===== src/rtl/m74hc_div4_if.sv =====
// Start/busy/done handshake between the core sequencer (master) and the
// 4-bit restoring divider (slave).
interface m74hc_div4_if;
  logic       start_i;
  logic [3:0] dividend_i;
  logic [3:0] divisor_i;
  logic [3:0] quo_o;
  logic [3:0] rem_o;
  logic       dz_o;
  logic       busy_o;
  logic       done_o;

  modport master (
    output start_i, dividend_i, divisor_i,
    input  quo_o, rem_o, dz_o, busy_o, done_o
  );

  modport slave (
    input  start_i, dividend_i, divisor_i,
    output quo_o, rem_o, dz_o, busy_o, done_o
  );
endinterface


===== src/rtl/m74hc_div4.sv =====
// Sequential 4-bit unsigned restoring divider: one quotient bit per clock,
// subtraction done as Rs + ~D + 1 with the carry-out acting as "no borrow".
module m74hc_div4 (
  input  logic         clk_i,
  input  logic         rst_n_i,
  m74hc_div4_if.slave  bus
);

  typedef enum logic [1:0] {S_IDLE, S_CALC, S_DONE} state_t;

  state_t     state, state_nxt;
  logic [3:0] q_r, d_r;
  logic [4:0] r_r;
  logic [1:0] cnt;
  logic       dz_r;
  logic [3:0] quo_r, rem_r;
  logic       dz_o_r;

  logic [4:0] rs;
  logic [5:0] sum;
  logic       ge;
  logic [4:0] r_nxt;
  logic [3:0] q_nxt;

  // Carry out of the 6-bit sum is set exactly when Rs >= D.
  always_comb begin
    rs    = {r_r[3:0], q_r[3]};
    sum   = {1'b0, rs} + {1'b0, 1'b1, ~d_r} + 6'd1;
    ge    = sum[5];
    r_nxt = ge ? sum[4:0] : rs;
    q_nxt = {q_r[2:0], ge};
  end

  always_ff @(posedge clk_i or negedge rst_n_i) begin
    if (!rst_n_i) state <= S_IDLE;
    else          state <= state_nxt;
  end

  always_comb begin
    state_nxt = state;
    case (state)
      S_IDLE:  if (bus.start_i) state_nxt = S_CALC;
      S_CALC:  if (cnt == 2'd3) state_nxt = S_DONE;
      S_DONE:  state_nxt = S_IDLE;
      default: state_nxt = S_IDLE;
    endcase
  end

  always_ff @(posedge clk_i or negedge rst_n_i) begin
    if (!rst_n_i) begin
      q_r    <= '0;
      r_r    <= '0;
      d_r    <= '0;
      cnt    <= '0;
      dz_r   <= 1'b0;
      quo_r  <= '0;
      rem_r  <= '0;
      dz_o_r <= 1'b0;
    end else begin
      case (state)
        S_IDLE: if (bus.start_i) begin
          d_r  <= bus.divisor_i;
          q_r  <= bus.dividend_i;
          r_r  <= '0;
          cnt  <= '0;
          dz_r <= (bus.divisor_i == 4'd0);
        end
        S_CALC: begin
          r_r <= r_nxt;
          q_r <= q_nxt;
          cnt <= cnt + 2'd1;
          // Results are captured from the final step so they are valid in DONE.
          if (cnt == 2'd3) begin
            quo_r  <= q_nxt;
            rem_r  <= r_nxt[3:0];
            dz_o_r <= dz_r;
          end
        end
        default: ;
      endcase
    end
  end

  assign bus.quo_o  = quo_r;
  assign bus.rem_o  = rem_r;
  assign bus.dz_o   = dz_o_r;
  assign bus.busy_o = (state != S_IDLE);
  assign bus.done_o = (state == S_DONE);

endmodule

===== src/flat_wrapper.sv =====
// flat-port wrapper written by rule: the top's interface ports become plain ports
module m74hc_div4_flat 
  (clk_i, rst_n_i, bus_start_i, bus_dividend_i, bus_divisor_i, bus_quo_o, bus_rem_o, bus_dz_o, bus_busy_o, bus_done_o);
  m74hc_div4_if bus_i ();
  input  logic clk_i;
  input  logic rst_n_i;
  input wire logic [$bits(bus_i.start_i)-1:0] bus_start_i;
  input wire logic [$bits(bus_i.dividend_i)-1:0] bus_dividend_i;
  input wire logic [$bits(bus_i.divisor_i)-1:0] bus_divisor_i;
  output wire logic [$bits(bus_i.quo_o)-1:0] bus_quo_o;
  output wire logic [$bits(bus_i.rem_o)-1:0] bus_rem_o;
  output wire logic [$bits(bus_i.dz_o)-1:0] bus_dz_o;
  output wire logic [$bits(bus_i.busy_o)-1:0] bus_busy_o;
  output wire logic [$bits(bus_i.done_o)-1:0] bus_done_o;
  assign bus_i.start_i = bus_start_i;
  assign bus_i.dividend_i = bus_dividend_i;
  assign bus_i.divisor_i = bus_divisor_i;
  assign bus_quo_o = bus_i.quo_o;
  assign bus_rem_o = bus_i.rem_o;
  assign bus_dz_o = bus_i.dz_o;
  assign bus_busy_o = bus_i.busy_o;
  assign bus_done_o = bus_i.done_o;
  m74hc_div4 u_core (.clk_i(clk_i), .rst_n_i(rst_n_i), .bus(bus_i));
endmodule

===== config.mk =====
export PLATFORM = sky130hd
export DESIGN_NAME = m74hc_div4_flat
export DESIGN_NICKNAME = d
export VERILOG_FILES = /design/src/rtl/m74hc_div4_if.sv /design/src/rtl/m74hc_div4.sv /design/src/flat_wrapper.sv
export SDC_FILE = /design/constraint.sdc
export NUM_CORES = 1
export LEC_CHECK = 0
export ABC_AREA = 1
export BUFFER_PORTS_ARGS = -buffer_cell sky130_fd_sc_hd__buf_2
export CELL_PAD_IN_SITES_DETAIL_PLACEMENT = 1
export CELL_PAD_IN_SITES_GLOBAL_PLACEMENT = 2
export CORE_ASPECT_RATIO = 0.75
export CORE_MARGIN = 2
export CORE_UTILIZATION = 35
export CTS_CLUSTER_DIAMETER = 100
export CTS_CLUSTER_SIZE = 14
export DETAILED_ROUTE_END_ITERATION = 8
export PLACE_DENSITY = 0.92
export SYNTH_ARGS = -nofsm -noshare
export SYNTH_HDL_FRONTEND = slang
export SYNTH_SLANG_ARGS = --single-unit

===== constraint.sdc =====
create_clock -name clk_i -period 3.6 [get_ports clk_i]
set_clock_uncertainty 0.1 [all_clocks]
set_input_delay 0.36 -clock clk_i [delete_from_list [all_inputs] [get_ports clk_i]]
set_output_delay 0.36 -clock clk_i [all_outputs]
set_load 0.05 [all_outputs]

==> impl_metrics.env <==
export IMPL_synth_common_cells="nand2_1 (47), dfrtp_1 (26), inv_1 (18)"
export IMPL_status="complete, but fails checks"
export IMPL_avgSynthCellArea_sq_um=9.02
export IMPL_ys_seq_elements=26
export IMPL_clk_insertion_delay_late_ns=0.27
export IMPL_syn_num_nets=161
export IMPL_grtUsageTotal_pct=14.7
export IMPL_clock_path_buffers=2
export IMPL_dr_pass1_iters=4
export IMPL_worstPathArrival_ns=1.76
export IMPL_r2r_start="u_core.q_r[3]$_DFFE_PN0P_"
export IMPL_timing_max_cap_violations=0
export IMPL_cts_tree="yes"
export IMPL_clk_pin_slew_ns=0.09
export IMPL_die_x_microns=74.3
export IMPL_die_h_microns=56.8
export IMPL_violations="hold timing"
export IMPL_dp_hpwl_mm=2.09
export IMPL_grt_pass1_vias=1022
export IMPL_postCtsHoldBufs=0
export IMPL_min_period_ns=1.69
export IMPL_numClockSinks=26
export IMPL_routed_wl_mm=2.73
export IMPL_die_area_sq_um=4220
export IMPL_gp_congestion=0.822
export IMPL_grt_max_degree=27
export IMPL_synth_edf_count=0
export IMPL_portBuffers=21
export IMPL_drc=0
export IMPL_dp_slack_ns=1.92
export IMPL_synth_cells=144
export IMPL_synthArstFlopShare_pct=100
export IMPL_synth_most_common_cell="nand2_1"
export IMPL_synth_area_leaders="dfrtp_1 (50%), nand2_1 (14%), inv_1 (5.2%)"
export IMPL_min_period_over_period_pct=46.9
export IMPL_synthFlopType="dfrtp_1"
export IMPL_setup_ws_ns=1.91
export IMPL_start_util_pct=35.9
export IMPL_path_max_fanout=3
export IMPL_slew_headroom_pct=59.2
export IMPL_timing_worst_setup_path_type="flip-flop to flip-flop"
export IMPL_yosysUniqueCellTypes=25
export IMPL_drv_slew=0
export IMPL_hold_viol_final=15
export IMPL_crit_start="u_core.q_r[3]$_DFFE_PN0P_"
export IMPL_hold_class="primary input to async pin"
export IMPL_cts_resized=0
export IMPL_ios=22
export IMPL_post_cts_buffers=0
export IMPL_overflow=0
export IMPL_whs_ns=-0.00968
export IMPL_drive_gt1_share_pct=22.8
export IMPL_rsz0062_at_grt="no"
export IMPL_diodes=0
export IMPL_root_buffer="clkbuf_8"
export IMPL_seq_area_frac_synth_pct=50.1
export IMPL_synth_top_area_share_pct=50.1
export IMPL_cp_start_kind="flip-flop"
export IMPL_yosysTopAreaCell="dfrtp_1"
export IMPL_cts_made_buffers=3
export IMPL_final_antenna_net_count=0
export IMPL_grt_pass1_wl_mm=4.70
export IMPL_syn_cell_area_sq_um=1300
export IMPL_wl_per_cell_microns=12.5
export IMPL_num_vias=1001
export IMPL_worstRegToRegCells=9
export IMPL_tightestPinTransition_ns=0.612
export IMPL_coreArea_sq_um=3610
export IMPL_synth_warnings=0
export IMPL_antenna_found_initial=0
export IMPL_drt_initial_drc_count=33
export IMPL_setup_violations=0
export IMPL_tns_ns=0
export IMPL_via_per_inst=4.57
export IMPL_fmax_mhz=592
export IMPL_fp_row_count=19
export IMPL_crit_required_ns=3.67
export IMPL_layout_nets=185
export IMPL_critPathCaptureType="flip-flop"
export IMPL_cts_max_level=1
export IMPL_syn_to_final_growth_pct=15.9
## cells in the final DEF (no fill, tap or decap), types with 4 or more instances in the layout
| master | instances |
|---|---|
| dfrtp_1 | 26 |
| inv_1 | 18 |
| clkbuf_8 | 4 |
| nand3_1 | 8 |
| o21ai_0 | 10 |
| ha_1 | 5 |
| buf_2 | 21 |
| nor2_1 | 6 |
| nand2_1 | 47 |
## final cells by class
| cell class | count | area (sq um) |
|---|---|---|
| Timing Repair Buffer | 21 | 105 |
| Clock buffer | 4 | 55.1 |
| Inverter | 22 | 90.1 |
| Sequential cell | 26 | 651 |
| Multi-Input combinational cell | 94 | 539 |
| Tap cell | 52 | 65.1 |
| Fill cell | 443 | 2110 |
## worst max-delay path, cell delays in order (launching register included)
cell     delay, ns
dfrtp_1       0.37
inv_1         0.10
ha_1          0.15
inv_1         0.06
fa_1          0.38
xor2_1        0.17
nand2_1       0.07
nand2_1       0.07
nand2_1       0.06
nand2_1       0.05
## routing by layer
metal	vias to the layer above	wire (microns)	track usage (%)
li1	500	-	-
met1	468	1320	20.2
met2	29	1210	23.0
met3	4	175	4.13
met4	0	23	3.06
met5	-	0	0
## state kept, by name, indices dropped and copies added, names as in the netlist
signal	count
u_core.q_r	4
u_core.bus.rem_o	4
u_core.bus.dz_o	1
u_core.r_r	4
u_core.cnt	2
u_core.state	2
u_core.dz_r	1
u_core.d_r	4
u_core.bus.quo_o	4
## kinds of logic (layout without fill, tap and decap cells)
kind of cell,after synthesis,after routing,share of synthesized area [%]
adders and majority gates,6,6,6.36
DFF,26,26,50.1
and+or+nand+nor,69,69,25.7
AOI/OAI and AO/OA,18,18,8.77
buffers and inverters,24,47,8.38
xor gates and xnor gates,1,1,0.674
## final timing paths
kind                       slack, ns                         endpoint
min                            -0.01  u_core.bus.rem_o[3]$_DFFE_PN0P_
max in group asynchronous       3.00  u_core.bus.quo_o[1]$_DFFE_PN0P_
min in group clk_i              0.24        u_core.q_r[0]$_DFFE_PN0P_
max                             1.91  u_core.bus.rem_o[2]$_DFFE_PN0P_
min reg2reg                     0.37  u_core.bus.quo_o[3]$_DFFE_PN0P_
max reg2reg                     1.91  u_core.bus.rem_o[2]$_DFFE_PN0P_
## stage by stage
step	instance area, sq um	cells	utilization (%)	hold slack (ns)
finish	1510	219	41.7	-0.00968
global route	1510	219	41.7	0.0188
floorplan	1300	144	-	-0.0356
detailed placement	1450	215	40.1	0.309
CTS	1510	219	41.7	0.00427
global placement	1450	215	40.1	0.281
Power is left out: the tool's default activity adds up to more than one toggle a clock period on the data nets, which glitch-free logic cannot reach.
